[src/rtl/mdu_pkg.sv]
// ---------------------------------------------------------------------------
// mdu_pkg
// Definitions shared between the multiply/divide issue stage and anything
// else that talks to the mdu: issue FSM state type, RV32M funct3 encodings
// and the opcode/funct7 pair that identifies an M-extension instruction.
// ---------------------------------------------------------------------------
package mdu_pkg;

    // Issue-stage FSM states.
    typedef enum logic [2:0] {
        ST_IDLE  = 3'd0,
        ST_BUSY  = 3'd1,
        ST_DONE  = 3'd2,
        ST_KILL  = 3'd3,
        ST_DRAIN = 3'd4
    } mdu_state_e;

    // RV32M funct3 encodings (also the mdu op code).
    localparam logic [2:0] MUL    = 3'b000;
    localparam logic [2:0] MULH   = 3'b001;
    localparam logic [2:0] MULHSU = 3'b010;
    localparam logic [2:0] MULHU  = 3'b011;
    localparam logic [2:0] DIV    = 3'b100;
    localparam logic [2:0] DIVU   = 3'b101;
    localparam logic [2:0] REM    = 3'b110;
    localparam logic [2:0] REMU   = 3'b111;

    // Major opcode and funct7 of every RV32M instruction.
    localparam logic [6:0] M_OPCODE = 7'b0110011;
    localparam logic [6:0] M_FUNCT7 = 7'b0000001;

endpackage : mdu_pkg

[src/rtl/mdu_issue.sv]
// ---------------------------------------------------------------------------
// mdu_issue
// Hand-off stage between EX and the multiply/divide unit. An RV32M instruction
// in EX is latched, presented to the mdu with stable op/operands until the mdu
// answers, and the result is returned to writeback as a one-cycle pulse. The
// pipeline is stalled while the operation is outstanding, and o_mdu_valid is
// held low for a minimum gap between operations so a stale ready from the
// mdu's internal done pipeline can never be mistaken for a new result.
//
// Parameters
//   WIDTH       operand/result width
//   GAP_CYCLES  minimum valid-low cycles between operations (>= 2)
//
// Ports
//   i_clk, i_rst        clock; synchronous active-low reset
//   i_ex_valid          EX holds a valid instruction
//   i_ex_is_m           EX instruction is RV32M
//   i_ex_funct3         M-extension funct3 (becomes the mdu op)
//   i_ex_rs1, i_ex_rs2  operands
//   i_ex_rd_addr        destination register
//   i_flush             kill the current EX instruction
//   o_stall             hold IF/ID/EX
//   o_mdu_valid/op/rs1/rs2  request to the mdu
//   i_mdu_ready, i_mdu_rd   response from the mdu
//   o_wb_valid/rd_addr/data result pulse to writeback
//   o_busy              FSM is not idle
// ---------------------------------------------------------------------------
module mdu_issue
    import mdu_pkg::*;
#(
    parameter int WIDTH      = 32,
    parameter int GAP_CYCLES = 2
) (
    input  logic             i_clk,
    input  logic             i_rst,
    input  logic             i_ex_valid,
    input  logic             i_ex_is_m,
    input  logic [2:0]       i_ex_funct3,
    input  logic [WIDTH-1:0] i_ex_rs1,
    input  logic [WIDTH-1:0] i_ex_rs2,
    input  logic [4:0]       i_ex_rd_addr,
    input  logic             i_flush,
    output logic             o_stall,
    output logic             o_mdu_valid,
    output logic [2:0]       o_mdu_op,
    output logic [WIDTH-1:0] o_mdu_rs1,
    output logic [WIDTH-1:0] o_mdu_rs2,
    input  logic             i_mdu_ready,
    input  logic [WIDTH-1:0] i_mdu_rd,
    output logic             o_wb_valid,
    output logic [4:0]       o_wb_rd_addr,
    output logic [WIDTH-1:0] o_wb_data,
    output logic             o_busy
);

    // The drain counter only ever holds GAP_CYCLES-1 down to 0.
    localparam int              CNT_W    = (GAP_CYCLES > 2) ? $clog2(GAP_CYCLES) : 1;
    localparam logic [CNT_W-1:0] CNT_LOAD = CNT_W'(GAP_CYCLES - 1);

    mdu_state_e       state_q,   state_d;
    logic [CNT_W-1:0] cnt_q,     cnt_d;
    logic [2:0]       op_q,      op_d;
    logic [WIDTH-1:0] rs1_q,     rs1_d;
    logic [WIDTH-1:0] rs2_q,     rs2_d;
    logic [4:0]       rd_addr_q, rd_addr_d;
    logic [WIDTH-1:0] wb_data_q, wb_data_d;

    logic ex_m_req;

    // A live M instruction in EX that has not been killed this cycle.
    assign ex_m_req = i_ex_valid & i_ex_is_m & ~i_flush;

    always_comb begin
        // NOTE: every next-state value gets its hold default before the case,
        // so no branch can leave one unassigned and infer a latch.
        state_d   = state_q;
        cnt_d     = cnt_q;
        op_d      = op_q;
        rs1_d     = rs1_q;
        rs2_d     = rs2_q;
        rd_addr_d = rd_addr_q;
        wb_data_d = wb_data_q;

        case (state_q)
            ST_IDLE: begin
                if (ex_m_req) begin
                    op_d      = i_ex_funct3;
                    rs1_d     = i_ex_rs1;
                    rs2_d     = i_ex_rs2;
                    rd_addr_d = i_ex_rd_addr;
                    state_d   = ST_BUSY;
                end
            end

            ST_BUSY: begin
                // A flush beats a coincident ready: the result is dropped.
                if (i_flush) begin
                    if (i_mdu_ready) begin
                        state_d = ST_DRAIN;
                        cnt_d   = CNT_LOAD;
                    end else begin
                        state_d = ST_KILL;
                    end
                end else if (i_mdu_ready) begin
                    wb_data_d = i_mdu_rd;
                    state_d   = ST_DONE;
                end
            end

            ST_DONE: begin
                state_d = ST_DRAIN;
                cnt_d   = CNT_LOAD;
            end

            // The divider cannot be aborted, so keep requesting until it
            // answers and throw the answer away.
            ST_KILL: begin
                if (i_mdu_ready) begin
                    state_d = ST_DRAIN;
                    cnt_d   = CNT_LOAD;
                end
            end

            ST_DRAIN: begin
                if (cnt_q == '0) begin
                    state_d = ST_IDLE;
                end else begin
                    cnt_d = cnt_q - CNT_W'(1);
                end
            end

            default: begin
                state_d = ST_IDLE;
            end
        endcase
    end

    // NOTE: the reset is synchronous, so i_rst is sampled at the edge and
    // stays out of the sensitivity list.
    always_ff @(posedge i_clk) begin
        if (!i_rst) begin
            state_q   <= ST_IDLE;
            cnt_q     <= '0;
            op_q      <= '0;
            rs1_q     <= '0;
            rs2_q     <= '0;
            rd_addr_q <= '0;
            wb_data_q <= '0;
        end else begin
            // NOTE: non-blocking assignments make every register sample the
            // pre-edge values, independent of statement order.
            state_q   <= state_d;
            cnt_q     <= cnt_d;
            op_q      <= op_d;
            rs1_q     <= rs1_d;
            rs2_q     <= rs2_d;
            rd_addr_q <= rd_addr_d;
            wb_data_q <= wb_data_d;
        end
    end

    // mdu-facing outputs decode only registered state, so there is no
    // combinational path from i_mdu_* back to o_mdu_*.
    assign o_mdu_valid  = (state_q == ST_BUSY) || (state_q == ST_KILL);
    assign o_mdu_op     = op_q;
    assign o_mdu_rs1    = rs1_q;
    assign o_mdu_rs2    = rs2_q;

    assign o_wb_valid   = (state_q == ST_DONE);
    assign o_wb_rd_addr = rd_addr_q;
    assign o_wb_data    = wb_data_q;

    // Released in DONE so EX advances exactly in the writeback cycle.
    assign o_stall      = ex_m_req & (state_q != ST_DONE);
    assign o_busy       = (state_q != ST_IDLE);

endmodule : mdu_issue

[config.mk]
export PLATFORM = sky130hd
export DESIGN_NAME = mdu_issue
export DESIGN_NICKNAME = d
export VERILOG_FILES = /design/src/rtl/mdu_pkg.sv /design/src/rtl/mdu_issue.sv
export SDC_FILE = /design/constraint.sdc
export NUM_CORES = 1
export LEC_CHECK = 0
export ABC_AREA = 1
export CORE_UTILIZATION = 42
export DETAILED_ROUTE_END_ITERATION = 12
export PLACE_DENSITY = 0.86
export SETUP_SLACK_MARGIN = 0.02
export SYNTH_ARGS = -nofsm -noshare
export SYNTH_HDL_FRONTEND = slang
export SYNTH_SLANG_ARGS = --single-unit
[constraint.sdc]
create_clock -name i_clk -period 3.9 [get_ports i_clk]
set_input_delay 0.78 -clock i_clk [delete_from_list [all_inputs] [get_ports i_clk]]
set_output_delay 0.78 -clock i_clk [all_outputs]
set_load 0.02 [all_outputs]
; ---- After elaboration in Yosys (flattened, before gate mapping)
; Index checks and enable logic that the tools add are counted.
; Widths: inputs -> output; s select.
[op_classes]
n_addsub = 1
n_mul = 0
n_div = 0
magnitude_cmp = 0
eq_ne = 10
shifts = 0
muxes = 11
n_bitwise = 4
n_reduce_logical = 8
[op_table]
columns = cell, count
row1 = $mux 3, 6
row2 = $pmux 3 s5, 1
row3 = $ne 2x2->1 const B, 4
row4 = $eq 3x2->1 const B, 2
row5 = $pmux 1 s4, 1
row6 = $reduce_and 2->1, 2
row7 = $reduce_and 4->1, 1
row8 = $reduce_bool 4->1, 1
row9 = $and 1x1->1, 3
row10 = $eq 3x1->1 const B, 1
row11 = $eq 3x3->1 const B, 1
row12 = $logic_not 3->1, 1
row13 = $mux 1, 3
row14 = $ne 3x2->1 const B, 1
row15 = $ne 3x3->1 const B, 1
row16 = $reduce_and 3->1, 1
row17 = $reduce_bool 3->1, 1
row18 = $logic_or 1x1->1, 1
row19 = $not 1->1, 1
row20 = $sub 1x1->1 const B, 1
[word_totals]
regBits = 108
latchBits = 0
ram_bits = 0
romBits = 0
in_bits = 110
out_inout_bits = 108
word_cells = 41
mem_count = 0

; ---- Depth between registers and ports, before layout
; Gate-level depths: netlist of the first run.
[depth]
word_depth = 4
ltp_mapped = 9
depth_no_buf = 8

; ---- Worst setup path after synthesis of the first run
; Ideal clock, no wire load.
[synth_timing]
path_kind = in2out
from = input i_flush
to = output o_stall
arrival_ns = 1.262
t_required_ns = 3.120
setup_slack_ns = 1.858
path_stages = 5
n_path_buf = 0
path_cell_list = inv_1 nand3_2 inv_1 nand2_1 inv_1
[synth_between]
elab_chain_cells = 3
[synth_rtl]
columns = item, line_no
row1 = from (decl), mdu_issue.sv:42  ; input logic i_flush,
row2 = $not 1->1 (no line), --
row3 = $and 1x1->1, mdu_issue.sv:71  ; assign ex_m_req = i_ex_valid & i_ex_is_m & ~i_flush;
row4 = $and 1x1->1, mdu_issue.sv:174  ; assign o_stall = ex_m_req & (state_q != ST_DONE);
row5 = to (decl), mdu_issue.sv:43  ; output logic o_stall,
; Every way passes these cells.

; ---- Worst setup path in the final report of the first run
; Ends and elaborated chain as after synthesis.

==> summary.md, run 1 <==
| Metric | Value |
|---|---|
| Worst setup SP type | input pin |
| All-Layer GR Usage | 24.8% |
| Design Power | 2.93 mW |
| Post_cts resized | 0 |
| Adder-cell share of the synthesized area | 0% |
| CTS tree | done |
| Num CTS Buffers | 9 |
| Die span in y | 99.4 um |
| # port buffers | 217 |
| Final HPWL DP | 8500 um |
| Main combinational cell family by area after synthesis | simple AND/OR/NAND/NOR gates |
| Row cnt | 35 |
| Clock root buffer | clkbuf_8 |
| First-pass GRT wire length | 19300 um |
| FF-to-FF setup slack | 1.81 ns |
| Mean Syn Cell Area | 7.91 um^2 |
| Max transition margin | 39.9% |
| Setup violators final | 0 |
| Initial antenna violation count | 0 |
| Crit Path Max Fanout | 4 |
| Clock tree buffer depth | 2 |
| DR DRC count | 0 |
| Max Cap Violations | 0 |
| Seq/Total Area, Yosys | 54.2% |
| Max Clock Freq | 324 MHz |
| Clock skew | 0.0147 ns |
| Arr. time, crit path | 2.31 ns |
| Top cells by area, synth | dfxtp_1 (54%), nor2_1 (20%), o21ai_0 (11%) |
| Max VDD drop | 0.218 mV |
| Number of DRC markers in iteration 0 | 222 |
| DR WL/cell | 14.7 um |
| Drt via density | 4.98 |
| Synth area leader | dfxtp_1 |
| Clk sinks | 108 |
| Leakage power total | 2.52 nW |
| GR Overflow Total | 0 |
| Power Dens Cells | 468 nW/um^2 |
| Slowest cell on the critical path | clkdlybuf4s50_1 |
| Final #Nets | 812 |
| Via Count | 4071 |
| Share of layout cells above drive strength 1 | 5.66% |
| Core area | 9200 um^2 |
| Top Ports | 218 |
| Crit path kind | input pin to primary output |
| CP required | 3.12 ns |
| GP Congestion | 0.912 |
| CTS Hold Bufs | 0 |
| Die ar. | 9890 um^2 |
| Hold Fails Final Rpt | 0 |
| Clock slew seen by the registers of the worst setup and hold paths | 0.09 ns |
| CP endpoint kind | primary output |
| Crit path cell chain | clkdlybuf4s50_1, inv_1, nand3_2, inv_1, nand2_1, inv_1, clkdlybuf4s50_1 |
| Yosys Warn Count | 0 |
| Ant diodes | 0 |
| Final ANT Viol Nets | 0 |
| Cells after Synth | 504 |
| Final core occ | 68.0% |
| Period utilisation layout | 79.2% |
| Outcome | complete, no violations |
| Synth Register Bits | 108 |
| Mux cell area share after synthesis | 0% |
| Crit-path most repeated cell | inv_1 |
| RSZ-0062 raised after global routing | false |
| Area grow syn2layout | 56.9% |
| Synth top area share | 54.2% |
| Library cells used by synthesis | 22 |
| Synth Area in Simple Gates | 24.7% |
| Synth Area in XOR/XNOR | 0% |
| CTS H-tree depth | 3 |
| Clk Latency, worst-skew pair | 0.36 ns |
| Synth Area in Compound Gates | 13.6% |
| Slowest Stage Delay on Critical Path | 0.59 ns |
| Synthesized cell area | 3990 um^2 |
| HP Class | flip-flop to flip-flop |
| Slew @ Worst Pin | 0.901 ns |
| Post-Route WL | 12000 um |
| Initial Utilization | 43.3% |
| Initial DRT Pass Iterations | 4 |
| Post-CTS Setup Repair Bufs | 0 |
| Syn nets | 614 |
| Vias in the first global route | 4019 |
| Largest net degree at the start of global routing | 109 |
| Min Tclk post-route | 3.09 ns |
| Final TNS setup | 0 ns |
| Die W | 99.4 um |
| Final max-slew violation count | 0 |
-- layer usage --
| metal | track usage [%] | vias to the layer above | wire length [um] |
|---|---|---|---|
| met1 | 28.1 | 1876 | 4700 |
| met5 | 0 | - | 0 |
| li1 | - | 1995 | - |
| met4 | 10.7 | 0 | 302 |
| met3 | 5.69 | 24 | 897 |
| met2 | 44.6 | 176 | 6130 |
-- worst max-delay path: cells and delay by family --
| family | cells | cell delay (ns) |
|---|---|---|
| buffers and inverters | 5 | 1.33 |
| AND/OR/NAND/NOR | 2 | 0.20 |
-- placed cells by master, fill, tap and decap left out --
master,count
clkinvlp_4,2
nor2_4,1
nor2_2,10
o22ai_1,1
a31oi_1,1
nand3_2,2
nor2_1,208
a21oi_1,1
inv_2,6
nand3_1,8
buf_2,1
clkdlybuf4s50_1,216
nand2_1,12
clkbuf_1,1
nand2_2,1
inv_1,6
inv_6,2
o21ai_1,20
o21ai_0,85
clkinv_4,1
dfxtp_1,108
clkbuf_8,11
buf_4,2
nor2_8,1
-- registers in the layout, summed over array words and instances (netlist names) --
register and cells:
o_mdu_op 3, o_mdu_rs2 32, cnt_q 1, state_q 3, o_wb_rd_addr 5, o_wb_data 32, o_mdu_rs1 32
-- logic make-up (layout without fill, tap and decap cells) --
| group | Yosys count | count (layout) |
|---|---|---|
| AOI/OAI and AO/OA | 108 | 108 |
| DFF | 108 | 108 |
| and+or+nand+nor | 243 | 243 |
| buffers and inverters | 45 | 248 |
-- report_power, final --
part	internal (mW)	leakage (nW)	switching, mW
registers	1.25	0.878	0.0843
logic	0.440	1.56	0.506
clock network	0.272	0.0892	0.373
total	1.96	2.52	0.964
-- per-stage QoR --
step	setup slack, ns	area, um^2	std cells	hold slack (ns)
after floorplan	1.86	3990	504	0.503
final	0.812	6250	818	0.491
after global routing	0.724	6250	818	0.514
after detailed placement	0.811	6070	802	0.474
after global placement	0.822	6070	802	0.464
after CTS	0.812	6250	818	0.493
-- synth_stat cells --
| master | count |
|---|---|
| a21oi_1 | 1 |
| a31oi_1 | 1 |
| buf_1 | 1 |
| buf_2 | 4 |
| buf_4 | 3 |
| buf_6 | 14 |
| clkbuf_1 | 10 |
| dfxtp_1 | 108 |
| inv_1 | 6 |
| inv_2 | 6 |
| inv_6 | 1 |
| nand2_1 | 12 |
| nand2_2 | 1 |
| nand3_1 | 8 |
| nand3_2 | 2 |
| nor2_1 | 208 |
| nor2_2 | 10 |
| nor2_4 | 1 |
| nor2_8 | 1 |
| o21ai_0 | 85 |
| o21ai_1 | 20 |
| o22ai_1 | 1 |
-- area by class of cell --
class	count	area, um^2
Fill cell	741	2940
Sequential cell	108	2160
Clock buffer	12	155
Tap cell	111	139
Inverter	13	53.8
Multi-Input combinational cell	351	1530
Timing Repair Buffer	219	2180
Clock inverter	4	32.5
-- final timing paths --
| path | from | end | cells after the start |
|---|---|---|---|
| worst max-delay path | i_flush | o_stall | 7 |
| worst min-delay path | o_wb_data[17] | o_wb_data[17] | 2 |
| worst max register to register | state_q[2] | o_wb_data[3] | 7 |
| worst min register to register | o_wb_data[17] | o_wb_data[17] | 2 |
Power figures use the tool's default switching activity.
==> run 2: changes to the inputs <==
--- a/config.mk
+++ b/config.mk
@@ -6,9 +6,9 @@
 export NUM_CORES = 1
 export LEC_CHECK = 0
 export ABC_AREA = 1
-export CORE_UTILIZATION = 42
+export CORE_UTILIZATION = 39
 export DETAILED_ROUTE_END_ITERATION = 12
-export PLACE_DENSITY = 0.86
+export PLACE_DENSITY = 0.81
 export SETUP_SLACK_MARGIN = 0.02
 export SYNTH_ARGS = -nofsm -noshare
 export SYNTH_HDL_FRONTEND = slang
==> constraint.sdc (replaced) <==
create_clock -name i_clk -period 3.2 [get_ports i_clk]
set_input_delay 0.64 -clock i_clk [delete_from_list [all_inputs] [get_ports i_clk]]
set_output_delay 0.64 -clock i_clk [all_outputs]
set_load 0.02 [all_outputs]
==> summary.md, run 2 (synthesis gave the netlist of run 1 again) <==
| Metric | Value |
|---|---|
| Outcome | complete, no violations (unchanged) |
| Final ANT Viol Nets | 0 (unchanged) |
| Final max-slew violation count | 0 (unchanged) |
| Min Tclk post-route | 2.85 ns |
| CTS tree | done (unchanged) |
| CP required | 2.56 ns (was 3.12 ns) |
| Slowest Stage Delay on Critical Path | 0.59 ns (about the same) |
| FF-to-FF path depth | 8 (was 7) |
| Row cnt | 36 (was 35) |
| Top Ports | 218 (unchanged) |
| Max VDD drop | 0.270 mV (was 0.218 mV) |
| GP Congestion | 0.785 (was 0.912) |
| Final HPWL DP | 8270 um (was 8500 um) |
| Placed Instances | 826 (was 802) |
| Leakage power total | 2.55 nW (was 2.52 nW) |
| CTS H-tree depth | 3 (unchanged) |
| Slowest cell on the critical path | clkdlybuf4s50_1 (unchanged) |
| HP Class | flip-flop to flip-flop (unchanged) |
| Worst setup SP type | input pin (unchanged) |
| Arr. time, crit path | 2.21 ns (was 2.31 ns) |
| Largest net degree at the start of global routing | 73 (was 109) |
| DP Area | 6120 um^2 (was 6070 um^2) |
| Num CTS Buffers | 9 (unchanged) |
| Post-CTS Setup Repair Bufs | 0 (unchanged) |
| Die ar. | 10600 um^2 (was 9890 um^2) |
| Drt via density | 4.76 (was 4.98) |
| Post_cts resized | 0 (unchanged) |
| Clock tree buffer depth | 2 (unchanged) |
| Vias in the first global route | 3721 (was 4019) |
| Die span in y | 103 um (was 99.4 um) |
| Max Cap Violations | 0 (unchanged) |
| Setup violators final | 0 (unchanged) |
| Max Clock Freq | 351 MHz |
| Die W | 103 um (was 99.4 um) |
| Clock slew seen by the registers of the worst setup and hold paths | 0.09 ns (about the same) |
| Initial DRT Pass Iterations | 4 (unchanged) |
| RSZ-0062 raised after global routing | false (unchanged) |
| Most frequent cells in the layout | clkdlybuf4s50_1 (216), nor2_1 (208), dfxtp_1 (108), o21ai_0 (85), o21ai_1 (20) (unchanged) |
| Commonest non-fill, non-tap cell in the layout | clkdlybuf4s50_1 (unchanged) |
| Crit path kind | input pin to primary output (unchanged) |
| GR Overflow Total | 0 (unchanged) |
| Period utilisation layout | 89.0% |
| Via Count | 4007 (was 4071) |
| Share of layout cells above drive strength 1 | 5.93% (was 5.66%) |
| # fillers | 849 (was 741) |
| Crit Path Max Fanout | 4 (unchanged) |
| Final TNS setup | 0 ns (unchanged) |
| Non-Filler Instances | 841 (was 818) |
| Hold Fails Final Rpt | 0 (unchanged) |
| Post-route design area | 6310 um^2 (was 6250 um^2) |
| Initial antenna violation count | 0 (unchanged) |
| Crit-path most repeated cell | inv_1 (unchanged) |
| Hold path cells | 2 (unchanged) |
| Ant diodes | 0 (unchanged) |
| Max transition margin | 62.7% (was 39.9%) |
| Clock skew | 0.0153 ns (was 0.0147 ns) |
| Core area | 9820 um^2 (was 9200 um^2) |
| Power Dens Cells | 571 nW/um^2 (was 468 nW/um^2) |
| Final #Nets | 814 (was 812) |
| Design Power | 3.60 mW (was 2.93 mW) |
| DR DRC count | 0 (unchanged) |
| Crit path cell chain | clkdlybuf4s50_1, inv_1, nand3_2, inv_1, nand2_1, inv_1, clkdlybuf4s50_1 (unchanged) |
| CTS Hold Bufs | 0 (unchanged) |
| CP endpoint kind | primary output (unchanged) |
| Area grow syn2layout | 58.4% (was 56.9%) |
| Clock root buffer | clkbuf_8 (unchanged) |
| Slew @ Worst Pin | 0.560 ns (was 0.901 ns) |
| DR WL/cell | 13.7 um (was 14.7 um) |
| Number of DRC markers in iteration 0 | 116 (was 222) |
| All-Layer GR Usage | 21.0% (was 24.8%) |
| First-pass GRT wire length | 17400 um (was 19300 um) |
| # port buffers | 217 (unchanged) |
| Post-Route WL | 11500 um (was 12000 um) |
| Clk sinks | 108 (unchanged) |
| Initial Utilization | 40.6% (was 43.3%) |
| Clk Latency, worst-skew pair | 0.36 ns (about the same) |
-- run 2: cell count changes in the layout (fill, tap and decap cells not counted) --
cell	change
clkbuf_8	-2
clkinvlp_4	-2
inv_6	+2
buf_12	+1
buf_4	+1
bufinv_16	+1
clkbuf_1	-1
clkinv_2	+1
-- run 2: critical path: cells and delay by family --
| family | cells | cell delay (ns) |
|---|---|---|
| AND/OR/NAND/NOR | 2 | 0.20 |
| buffers and inverters | 5 | 1.37 |
-- run 2: cell type report --
cell class / instances / area [um^2] / share of cell area [%]
Timing Repair Buffer: 221 / 2210 / 35.0
Sequential cell: 108 / 2160 / 34.2
Multi-Input combinational cell: 351 / 1530 / 24.2
Tap cell: 133 / 166 / 2.64
Clock buffer: 9 / 124 / 1.96
Clock inverter: 6 / 70.1 / 1.11
Inverter: 13 / 53.8 / 0.852
-- run 2: routing by layer --
layer	GRT usage [%]	part of all wire, %
met1	23.2	40
met2	38.2	49
met4	8.02	1.5
met5	0	0
met3	5.83	9.0
-- run 2: path summary, 6_finish.rpt --
kind	from	slack, ns	to
worst max-delay path	i_flush	0.35	o_stall
worst min-delay path	o_wb_data[8]	0.49	o_wb_data[8]
worst max register to register	state_q[1]	1.37	o_wb_rd_addr[2]
worst min register to register	o_wb_data[8]	0.49	o_wb_data[8]
-- run 2: through the flow --
step	util (%)	worst slack, ns	hold WS (ns)
finish	64.3	0.352	0.485
global route	64.3	0.255	0.502
CTS	64.3	0.333	0.493
detailed placement	62.3	0.333	0.470
global placement	62.3	0.367	0.463
floorplan	-	1.44	0.503
-- run 2: report_power, final --
| group | internal [mW] | switching [mW] |
|---|---|---|
| Combinational | 0.541 | 0.604 |
| Sequential | 1.52 | 0.0991 |
| Clock | 0.367 | 0.468 |
| Total | 2.43 | 1.17 |
